===== config.mk =====
export PLATFORM = sky130hd
export DESIGN_NAME = axi_lite_master
export DESIGN_NICKNAME = d
export VERILOG_FILES = /design/src/rtl/axi_lite_master.sv
export SDC_FILE = /design/constraint.sdc
export NUM_CORES = 1
export LEC_CHECK = 0
export ABC_AREA = 0
export CORE_UTILIZATION = 38
export CTS_CLUSTER_DIAMETER = 120
export CTS_CLUSTER_SIZE = 20
export DETAILED_ROUTE_END_ITERATION = 16
export PLACE_DENSITY = 0.81
export SKIP_LAST_GASP = 1
export SLEW_MARGIN = 30
export SYNTH_ARGS = -nofsm -noshare
export SYNTH_HDL_FRONTEND = slang
export SYNTH_SLANG_ARGS = --single-unit

===== constraint.sdc =====
create_clock -name clk -period 1.7 [get_ports clk]
set_input_delay 0.34 -clock clk [delete_from_list [all_inputs] [get_ports clk]]
set_output_delay 0.34 -clock clk [all_outputs]
set_load 0.02 [all_outputs]

===== src/rtl/axi_lite_master.sv =====
// -----------------------------------------------------------------------------
// axi_lite_master
//   Bridges a single-outstanding CPU request/response port (LSU/IFU) onto an
//   AXI4-Lite master. Exactly one transaction is in flight at a time; the read
//   and write paths share one FSM. Slave errors (SLVERR/DECERR) and misaligned
//   requests come back to the requester as rsp_err.
//
//   Handshake rule on every channel (req, rsp, aw, w, b, ar, r): a transfer
//   happens on the rising clk edge where valid && ready are both 1. Once a
//   valid is raised it stays high, with its payload stable, until that edge.
//   No ready output depends combinationally on a slave valid.
//
// Ports
//   clk, reset_n            clock; asynchronous active-low reset
//   req_valid/req_ready     request handshake (req_ready=1 only in IDLE)
//   req_we/addr/wdata/wstrb request payload (addr must be 4-byte aligned)
//   rsp_valid/rsp_ready     response handshake (rsp_valid held until taken)
//   rsp_rdata/rsp_err       response payload (rdata=0 for writes and errors)
//   m_aw*/m_w*/m_b*         AXI4-Lite write address/data/response channels
//   m_ar*/m_r*              AXI4-Lite read address/data channels
//   dbg_state               current FSM state encoding
// -----------------------------------------------------------------------------
module axi_lite_master #(
   parameter int ADDR_W = 32,
   parameter int DATA_W = 32
) (
   input  logic              clk,
   input  logic              reset_n,
   input  logic              req_valid,
   output logic              req_ready,
   input  logic              req_we,
   input  logic [ADDR_W-1:0] req_addr,
   input  logic [DATA_W-1:0] req_wdata,
   input  logic [3:0]        req_wstrb,
   output logic              rsp_valid,
   input  logic              rsp_ready,
   output logic [DATA_W-1:0] rsp_rdata,
   output logic              rsp_err,
   output logic              m_awvalid,
   input  logic              m_awready,
   output logic [ADDR_W-1:0] m_awaddr,
   output logic [2:0]        m_awprot,
   output logic              m_wvalid,
   input  logic              m_wready,
   output logic [DATA_W-1:0] m_wdata,
   output logic [3:0]        m_wstrb,
   input  logic              m_bvalid,
   output logic              m_bready,
   input  logic [1:0]        m_bresp,
   output logic              m_arvalid,
   input  logic              m_arready,
   output logic [ADDR_W-1:0] m_araddr,
   output logic [2:0]        m_arprot,
   input  logic              m_rvalid,
   output logic              m_rready,
   input  logic [DATA_W-1:0] m_rdata,
   input  logic [1:0]        m_rresp,
   output logic [2:0]        dbg_state
);

   typedef enum logic [2:0] {
      S_IDLE    = 3'd0,
      S_RD_AR   = 3'd1,
      S_RD_R    = 3'd2,
      S_WR_AW_W = 3'd3,
      S_WR_B    = 3'd4,
      S_RSP     = 3'd5
   } state_t;

   state_t            r_state;
   state_t            w_state_nxt;
   logic [ADDR_W-1:0] r_addr;
   logic [DATA_W-1:0] r_wdata;
   logic [3:0]        r_wstrb;
   logic              r_aw_done;
   logic              r_w_done;
   logic [DATA_W-1:0] r_rdata;
   logic              r_err;

   logic w_req_fire;
   logic w_misaligned;
   logic w_aw_fire;
   logic w_w_fire;
   logic w_r_fire;
   logic w_b_fire;

   // All bus-facing controls decode straight from registered state, so an
   // asynchronous reset drops every valid in the same instant.
   assign req_ready = (r_state == S_IDLE);
   assign rsp_valid = (r_state == S_RSP);
   assign m_arvalid = (r_state == S_RD_AR);
   assign m_rready  = (r_state == S_RD_R);
   // Each write channel goes quiet once its own handshake is done.
   assign m_awvalid = (r_state == S_WR_AW_W) && !r_aw_done;
   assign m_wvalid  = (r_state == S_WR_AW_W) && !r_w_done;
   assign m_bready  = (r_state == S_WR_B);

   assign m_araddr  = r_addr;
   assign m_awaddr  = r_addr;
   assign m_wdata   = r_wdata;
   assign m_wstrb   = r_wstrb;
   assign m_arprot  = 3'b000;
   assign m_awprot  = 3'b000;
   assign rsp_rdata = r_rdata;
   assign rsp_err   = r_err;
   assign dbg_state = r_state;

   assign w_req_fire   = (r_state == S_IDLE) && req_valid;
   assign w_misaligned = (req_addr[1:0] != 2'b00);
   assign w_aw_fire    = m_awvalid && m_awready;
   assign w_w_fire     = m_wvalid && m_wready;
   assign w_r_fire     = m_rready && m_rvalid;
   assign w_b_fire     = m_bready && m_bvalid;

   always_ff @(posedge clk or negedge reset_n) begin
      if (!reset_n) begin
         r_state <= S_IDLE;
      end else begin
         r_state <= w_state_nxt;
      end
   end

   always_comb begin
      w_state_nxt = r_state;
      case (r_state)
         S_IDLE: begin
            if (req_valid) begin
               if (w_misaligned) begin
                  w_state_nxt = S_RSP;
               end else if (req_we) begin
                  w_state_nxt = S_WR_AW_W;
               end else begin
                  w_state_nxt = S_RD_AR;
               end
            end
         end
         S_RD_AR: begin
            if (m_arready) w_state_nxt = S_RD_R;
         end
         S_RD_R: begin
            if (m_rvalid) w_state_nxt = S_RSP;
         end
         S_WR_AW_W: begin
            // A handshake landing on this edge counts as done already.
            if ((r_aw_done || w_aw_fire) && (r_w_done || w_w_fire)) begin
               w_state_nxt = S_WR_B;
            end
         end
         S_WR_B: begin
            if (m_bvalid) w_state_nxt = S_RSP;
         end
         S_RSP: begin
            if (rsp_ready) w_state_nxt = S_IDLE;
         end
         default: w_state_nxt = S_IDLE;
      endcase
   end

   always_ff @(posedge clk or negedge reset_n) begin
      if (!reset_n) begin
         r_addr    <= '0;
         r_wdata   <= '0;
         r_wstrb   <= '0;
         r_aw_done <= 1'b0;
         r_w_done  <= 1'b0;
         r_rdata   <= '0;
         r_err     <= 1'b0;
      end else begin
         if (w_req_fire) begin
            r_addr    <= req_addr;
            r_wdata   <= req_wdata;
            r_wstrb   <= req_wstrb;
            r_aw_done <= 1'b0;
            r_w_done  <= 1'b0;
            r_rdata   <= '0;
            // A misaligned request skips the bus and answers with an error.
            r_err     <= w_misaligned;
         end
         if (w_aw_fire) r_aw_done <= 1'b1;
         if (w_w_fire)  r_w_done  <= 1'b1;
         if (w_r_fire) begin
            r_err   <= (m_rresp != 2'b00);
            r_rdata <= (m_rresp == 2'b00) ? m_rdata : '0;
         end
         if (w_b_fire) begin
            r_err   <= (m_bresp != 2'b00);
            r_rdata <= '0;
         end
      end
   end

endmodule


## Word-level counts from Yosys, hierarchy flattened

Index checks and enable logic that the tools add are counted.

| operators by class | value |
|---|---|
| mux-type cells | 19 |
| reductions and logical operators | 21 |
| equal/unequal tests | 11 |

Operators with widths:

| kind | count |
|---|---|
| 32-bit two-way mux | 4 |
| 3-bit two-way mux | 7 |
| 3-bit one-hot mux with 6 select lines | 1 |
| 2-bit nonzero test | 5 |
| 1-bit logical AND | 8 |
| 3-bit by 2-bit == test with 1-bit output (second input constant) | 2 |
| 3-bit == test (second input constant) | 2 |
| 1-bit two-way mux | 6 |
| 2-bit by 1-bit inequality test with 1-bit output (second input constant) | 3 |
| 2-bit inequality test (second input constant) | 3 |
| 6-bit AND reduction | 1 |
| 3-bit by 1-bit == test with 1-bit output (second input constant) | 1 |
| 3-bit zero test | 1 |
| 3-bit nonzero test | 1 |
| 1-bit zero test | 2 |
| 2-bit zero test | 1 |
| 1-bit logical OR | 2 |
| 2-bit two-way mux | 1 |

| storage, ports and cells | value |
|---|---|
| logic and storage cells | 59 |
| register bits after elaboration | 106 |
| input port bits | 114 |
| output and inout port bits | 149 |

## Logic depth before layout (Yosys ltp)

Gate-level depths: netlist of run 1.

| depth | value |
|---|---|
| depth in word-level cells | 7 |
| depth in mapped cells | 6 |
| mapped depth without buffers | 3 |

## Worst setup path before layout of run 1

OpenSTA, ideal clock, no wires.

| timing | value |
|---|---|
| path kind | reg-to-output |
| start point | reg r_state[1] (netlist: dbg_state[1]) |
| end point | out m_rready |
| slack | -0.169 ns |
| data required time | 1.360 ns |
| path buffers | 2 |
| stages on the path, launching flop included | 4 |
| arrival | 1.529 ns |
| path through | dfrtp_1 -> buf_2 -> clkbuf_1 -> nor3b_1 |

| between the ends | value |
|---|---|
| cells in the longest elaborated chain, start to end | 1 |

RTL lines:

| item | line | text |
|---|---|---|
| start, declared | 70 | `state_t r_state;` |
| start signal, assigned | 119 | `r_state <= w_state_nxt;` |
| 3-bit by 2-bit == test with 1-bit output | 92 | `assign m_rready = (r_state == S_RD_R);` |
| end, declared | 55 | `output logic m_rready,` |

Every way passes these cells.

## Final worst setup path of run 1

| timing | value |
|---|---|
| start point | reg r_state[2] (netlist: dbg_state[2]) |
| end point | reg r_addr[12] (netlist: m_araddr[12]) |

| between the ends | value |
|---|---|
| cells in the longest elaborated chain, start to end | 2 |

RTL lines:

| item | line | text |
|---|---|---|
| 3-bit zero test | 108 | `assign w_req_fire = (r_state == S_IDLE) && req_valid;` |
| 1-bit logical AND | 108 |  |
| end signal, assigned | 170 | `r_addr <= req_addr;` |
| end, declared | 72 | `logic [ADDR_W-1:0] r_addr;` |

Every way passes these cells.
A chain may end at the register's enable or synchronous reset.

==> results.sh, run 1 <==
export IMPL_async_flop_share_pct=100
export IMPL_area_delta_synth_final_pct=84.2
export IMPL_comb_power_share_pct=55.9
export IMPL_fmaxAchievable_mhz=557
export IMPL_fin_crit_ns=1.80
export IMPL_r2r_setup_slack_ns=-0.1
export IMPL_n_fill_cell=800
export IMPL_syn_area_mm2=0.00449
export IMPL_grt_pass1_vias=4175
export IMPL_gp_congestion=0.798
export IMPL_initial_core_util_pct=39.1
export IMPL_drt_initial_drc_count=251
export IMPL_ys_ff_latch=106
export IMPL_worst_setup_path_start_kind="register"
export IMPL_layout_common_cells="196 x clkdlybuf4s50_1, 166 x nand2_1, 104 x dfrtp_1, 39 x dlymetal6s2s_1"
export IMPL_slew_headroom_pct=63.7
export IMPL_grt_pass1_wl_um=21500
export IMPL_finalSetupViolations=97
export IMPL_layout_drive_gt1_share_pct=19.4
export IMPL_cp_end_kind="register"
export IMPL_clock_power_share_pct=15.7
export IMPL_gr_total_overflow=0
export IMPL_final_cells=870
export IMPL_hold_viol_final=0
export IMPL_setup_tns_final_ns=-4.58
export IMPL_maxCapViolCount=0
export IMPL_violations="negative setup slack"
export IMPL_pre_cts_ws_ns=-0.361
export IMPL_die_area_mm2=0.0122
export IMPL_rsz0062_at_grt="true"
export IMPL_power_density_mw_per_mm2=1730
export IMPL_ys_seq_area_share_pct=59.1
export IMPL_first_pass_iters=4
export IMPL_antenna_cells=0
export IMPL_routed_wl_um=14700
export IMPL_critPathKind="reg -> reg"
export IMPL_dpl_hpwl_um=9100
export IMPL_cts_buffers=9
export IMPL_outcome="complete, but fails checks"
export IMPL_final_common_cell="clkdlybuf4s50_1"
export IMPL_ios=263
export IMPL_wire_per_inst_um=16.9
export IMPL_yosys_area_top_type="dfrtp_1"
export IMPL_grt_max_degree=107
export IMPL_fin_ws_ns=-0.0960
export IMPL_portBuffers=256
export IMPL_clock_sinks=106
export IMPL_ctsHtreeMaxLevel=3
export IMPL_vias=4281
export IMPL_vdd_drop_max_mv=1.20
export IMPL_die_h_um=111
export IMPL_fin_crit_sh_pct=106
export IMPL_core_region_area_mm2=0.0115
export IMPL_detail_route_antenna_nets=0
export IMPL_grt_antenna_before_repair=0
export IMPL_ys_types=35
export IMPL_tightest_slew_ns=0.545
export IMPL_root_buffer="clkbuf_16"
export IMPL_dieWidth_um=111
export IMPL_dp_cells=824
export IMPL_syn_avg_cell_area_um2=9.84
export IMPL_via_per_inst=4.92
export IMPL_power_switching_uw=5550
export IMPL_ys_top_cells_by_area="dfrtp_1 59%, nand2_1 18%, buf_4 6.5%, a22o_1 6.2%, buf_6 2.0%"
export IMPL_nets=836
export IMPL_seq_power_share_pct=28.4
export IMPL_clk_latency_ns=0.34
export IMPL_clock_skew_ns=0.00572
export IMPL_synthCells=456
export IMPL_grt_usage_pct=22.3
export IMPL_rows=39
export IMPL_clockBufferDepth=2
export IMPL_clk_pin_slew_worst_paths_ns=0.07
export IMPL_leakagePower_uw=0.00443
export IMPL_synth_top_area_share_pct=59.1
export IMPL_slew_viol_final=0
export IMPL_drc=0
export IMPL_arrival_ns=2.03
export IMPL_path_max_fanout=25
export IMPL_cts_tree="built"
export IMPL_p_sw_share_pct=38.7
export IMPL_synth_edf_count=0
export IMPL_cp_data_required_time_ns=1.93
export IMPL_p_int_uw=8770
export IMPL_synthFlopType="dfrtp_1"
export IMPL_yosysWarningCount=0
export IMPL_hp_class="in -> async"
## per-stage QoR
stage	power, uW	util, %	cell area, um^2	hold WS (ns)
floorplan	7660	-	4520	0.0444
global placement	10600	61.8	7090	0.442
detailed placement	10800	61.8	7090	0.455
CTS	13600	67.0	7680	0.0843
global route	15000	72.1	8270	0.0992
finish	14300	72.1	8270	0.0635
## metal layers
layer  global-route usage, %  share of wire [%]  routed length (um)
met1                    26.2                 40                5820
met2                    39.3                 51                7550
met5                       0                  0                   0
met3                    4.76                6.9                1020
met4                    8.98                2.3                 344
## critical path, cell delays in order (launching register included)
cell,delay (ns)
dfrtp_2,0.44
clkbuf_16,0.17
or4b_4,0.69
buf_16,0.23
nand2_1,0.09
nand2_1,0.07
## registers in the layout, indices dropped and copies added, names as in the netlist
register	flops
r_aw_done	1
rsp_rdata	32
r_w_done	1
m_wdata	32
m_araddr	32
rsp_err	1
m_wstrb	4
dbg_state	3
## cells in the mapped netlist (2+ instances only)
cell and count:
o22ai_1 2, buf_6 8, clkbuf_1 7, o21ai_1 2, buf_2 10, buf_4 39
dfrtp_1 106, nor3_1 3, nand3b_1 2, o21ai_0 3, nand2_1 210, a22o_1 32
inv_1 3, nor2_1 7, nor3b_1 2
## path summary, 6_finish.rpt
kind / from / to / cells after the start
worst max-delay path: dbg_state[2] / m_araddr[12] / 5
worst min-delay path: reset_n / m_araddr[5] / 2
worst max register to register: dbg_state[2] / m_araddr[12] / 5
worst min register to register: m_wstrb[3] / m_wstrb[3] / 2
max in group asynchronous: reset_n / m_wstrb[3] / 2
min in group clk: m_wstrb[3] / m_wstrb[3] / 2
## cell type report
| class | instances | area (um^2) | share of cell area [%] |
|---|---|---|---|
| multi-input cells | 288 | 1650 | 19.9 |
| well taps | 143 | 179 | 2.16 |
| clock buffers | 12 | 256 | 3.10 |
| inverters | 3 | 11.3 | 0.136 |
| flip-flops and latches | 106 | 2660 | 32.1 |
| clock inverters | 4 | 73.8 | 0.893 |
| repair buffers | 314 | 3440 | 41.7 |
## kinds of logic after synthesis
family | count (synthesis) | synth area share, %
buffers and inverters | 67 | 10.5
other | 1 | 0.0836
AOI/OAI and AO/OA | 50 | 9.20
muxes | 2 | 0.474
and+or+nand+nor | 230 | 20.7
DFF | 106 | 59.1
## power groups by stage
stage | sequential, uW | clock (uW) | combinational (uW)
after floorplan | 4980 | 0 | 2680
after global placement | 4010 | 0 | 6560
after detailed placement | 4060 | 0 | 6710
after CTS | 4000 | 2300 | 7260
after global routing | 4180 | 2410 | 8450
final | 4070 | 2250 | 8000
## timing repair
action,in CTS,in global routing
gates resized for setup,51,129
cloned,6,8
pin swaps,3,74
hold buffers,0,0
endpoints found under the setup margin,91,151
buffers inserted,11,6
(Power assumes the default switching activity.)
==> inputs of run 2 (changes only) <==
==> constraint.sdc (replaced) <==
create_clock -name clk -period 1.7 [get_ports clk]
set_input_delay 0.17 -clock clk [delete_from_list [all_inputs] [get_ports clk]]
set_output_delay 0.17 -clock clk [all_outputs]
set_load 0.02 [all_outputs]
==> run 2 against run 1 <==
  * Count of clock-buffer cells in the layout down 2
  * Combinational power down 17%
  * Fmax up 4.0%
  * Utilization down 7.5 points
  * Sequential cell count unchanged
  * Design area down 10%
  * Register-to-register slack better by 0.17 ns
  * Non-clock buffer count down 28
  * Critical path type is now reg -> out
  * Power down 10%
  * The flow still finishes with violations (negative setup slack)
  * Routed wire length down 14%
==> results.sh, run 2 (synthesis results as in run 1) <==
export IMPL_outcome="complete, but fails checks"
export IMPL_violations="negative setup slack"
export IMPL_fmaxAchievable_mhz=579
export IMPL_slew_headroom_pct=61.8
export IMPL_clock_skew_ns=0.00645
export IMPL_fin_crit_ns=1.73
export IMPL_holdPathStages=3
export IMPL_hold_viol_final=0
export IMPL_r2r_setup_slack_ns=0.07
export IMPL_crit_chain="buf_4 > nor3b_2 > clkdlybuf4s15_1"
export IMPL_layout_common_cells="245 x clkdlybuf4s50_1, 210 x nand2_1, 104 x dfrtp_1, 32 x a22o_1, 22 x buf_4"
export IMPL_detail_route_antenna_nets=0
export IMPL_cts_tree="built"
export IMPL_grt_antenna_before_repair=0
export IMPL_maxCapViolCount=0
export IMPL_ctsHtreeMaxLevel=3
export IMPL_clk_latency_ns=0.34
export IMPL_r2r_end="m_araddr[12]"
export IMPL_grt_usage_pct=20.3
export IMPL_area_delta_synth_final_pct=65.2
export IMPL_vias=4058
export IMPL_root_buffer="clkbuf_16"
export IMPL_grt_max_degree=107
export IMPL_whs_endpoint="m_araddr[5]"
export IMPL_die_h_um=111
export IMPL_power_density_mw_per_mm2=1740
export IMPL_gp_congestion=0.779
export IMPL_drt_initial_drc_count=219
export IMPL_cp_data_required_time_ns=1.53
export IMPL_leakagePower_uw=0.00352
export IMPL_antenna_cells=0
export IMPL_rows=39
export IMPL_via_per_inst=4.83
export IMPL_hold_start="req_addr[5]"
export IMPL_rr_worst_depth=7
export IMPL_dpl_hpwl_um=9190
export IMPL_slew_viol_final=0
export IMPL_slowest_delay_ns=0.45
export IMPL_clockBufferDepth=2
export IMPL_vdd_drop_max_mv=1.17
export IMPL_arrival_ns=1.56
export IMPL_final_cells=841
export IMPL_cp_end_kind="output pin"
export IMPL_dieWidth_um=111
export IMPL_die_area_mm2=0.0122
export IMPL_portBuffers=256
export IMPL_cts_buffers=9
export IMPL_fin_ws_ns=-0.0269
export IMPL_wire_per_inst_um=15.1
export IMPL_grt_pass1_vias=3912
export IMPL_gr_total_overflow=0
export IMPL_nets=808
export IMPL_initial_core_util_pct=39.1
export IMPL_drc=0
export IMPL_worst_setup_path_start_kind="register"
export IMPL_dp_cells=822
export IMPL_final_common_cell="clkdlybuf4s50_1"
export IMPL_fin_crit_sh_pct=102
export IMPL_routed_wl_um=12700
export IMPL_clock_sinks=106
export IMPL_core_region_area_mm2=0.0115
export IMPL_layout_drive_gt1_share_pct=8.88
export IMPL_total_power_uw=12900
export IMPL_first_pass_iters=4
export IMPL_finalSetupViolations=1
export IMPL_r2r_start="dbg_state[0]"
export IMPL_rsz0062_at_grt="true"
export IMPL_path_max_fanout=5
export IMPL_grt_pass1_wl_um=20000
export IMPL_critPathKind="reg -> out"
export IMPL_tightest_slew_ns=0.572
export IMPL_ios=263
export IMPL_clk_pin_slew_worst_paths_ns=0.07
export IMPL_cpMaxStageDelayCell="dfrtp_2"
export IMPL_hp_class="in -> reg"
## run 2: cell count changes in the layout (fill, tap and decap cells not counted), sizes merged, moves of 6 or more
cell / delta
dlymetal6s2s: -39
buf: -27
clkdlybuf4s50: +49
dlygate4sd2: -9
clkbuf: -6
## run 2: what timing repair did
action | 4_1_cts | 5_1_grt
hold buffers | 1 | 0
setup buffers | 0 | 1
gates resized for setup | 19 | 16
setup endpoints to repair | 79 | 93
hold endpoints to repair | 106 | 0
pin swaps | 0 | 1
cloned | 0 | 2
## run 2: per-layer routing
metal / global-route usage [%] / routed length (um) / share of wire [%]
met1: 24.4 / 5090 / 40
met4: 5.87 / 138 / 1.1
met5: 0 / 0 / 0
met2: 35.3 / 6530 / 51
met3: 5.90 / 923 / 7.3
## run 2: layout make-up
type	instances	area, um^2
Clock inverter	5	78.8
Inverter	3	11.3
Multi-Input combinational cell	288	1410
Sequential cell	106	2660
Timing Repair Buffer	286	2840
Clock buffer	10	239
Tap cell	143	179
Fill cell	873	4060
## run 2: stage by stage
stage	instance area, um^2	TNS (ns)	hold WS [ns]	setup WS [ns]	util (%)
detailed placement	7050	-13.75	0.291	-0.217	61.5
floorplan	4520	0	-0.126	0.0386	-
global placement	7050	-11.87	0.281	-0.176	61.5
CTS	7380	-0.142	0.347	-0.0709	64.3
global route	7410	-0.0954	0.357	-0.0954	64.6
finish	7410	-0.0269	0.358	-0.0269	64.6
## run 2: where the power goes
group / switching, uW / leakage [uW] / internal (uW) / total [uW]
Clock: 872 / 0.000158 / 1320 / 2190
Sequential: 637 / 0.00137 / 3390 / 4030
Combinational: 3470 / 0.00199 / 3180 / 6660
Total: 4980 / 0.00352 / 7890 / 12900
## run 2: worst max path at each step
stage | from | endpoint | depth (start not counted)
after floorplan | dbg_state[0] | m_arvalid | 4
after global placement | req_valid | m_wdata[11] | 5
after detailed placement | req_valid | m_araddr[12] | 5
after CTS | dbg_state[1] | m_bready | 3
after global routing | dbg_state[1] | m_bready | 3
final | dbg_state[1] | m_bready | 3
## run 2: critical path, delay by kind of cell (launching register included)
kind                   cells  cell delay [ns]
buffers and inverters      2             0.54
AND/OR/NAND/NOR            1             0.23
flip-flops                 1             0.45
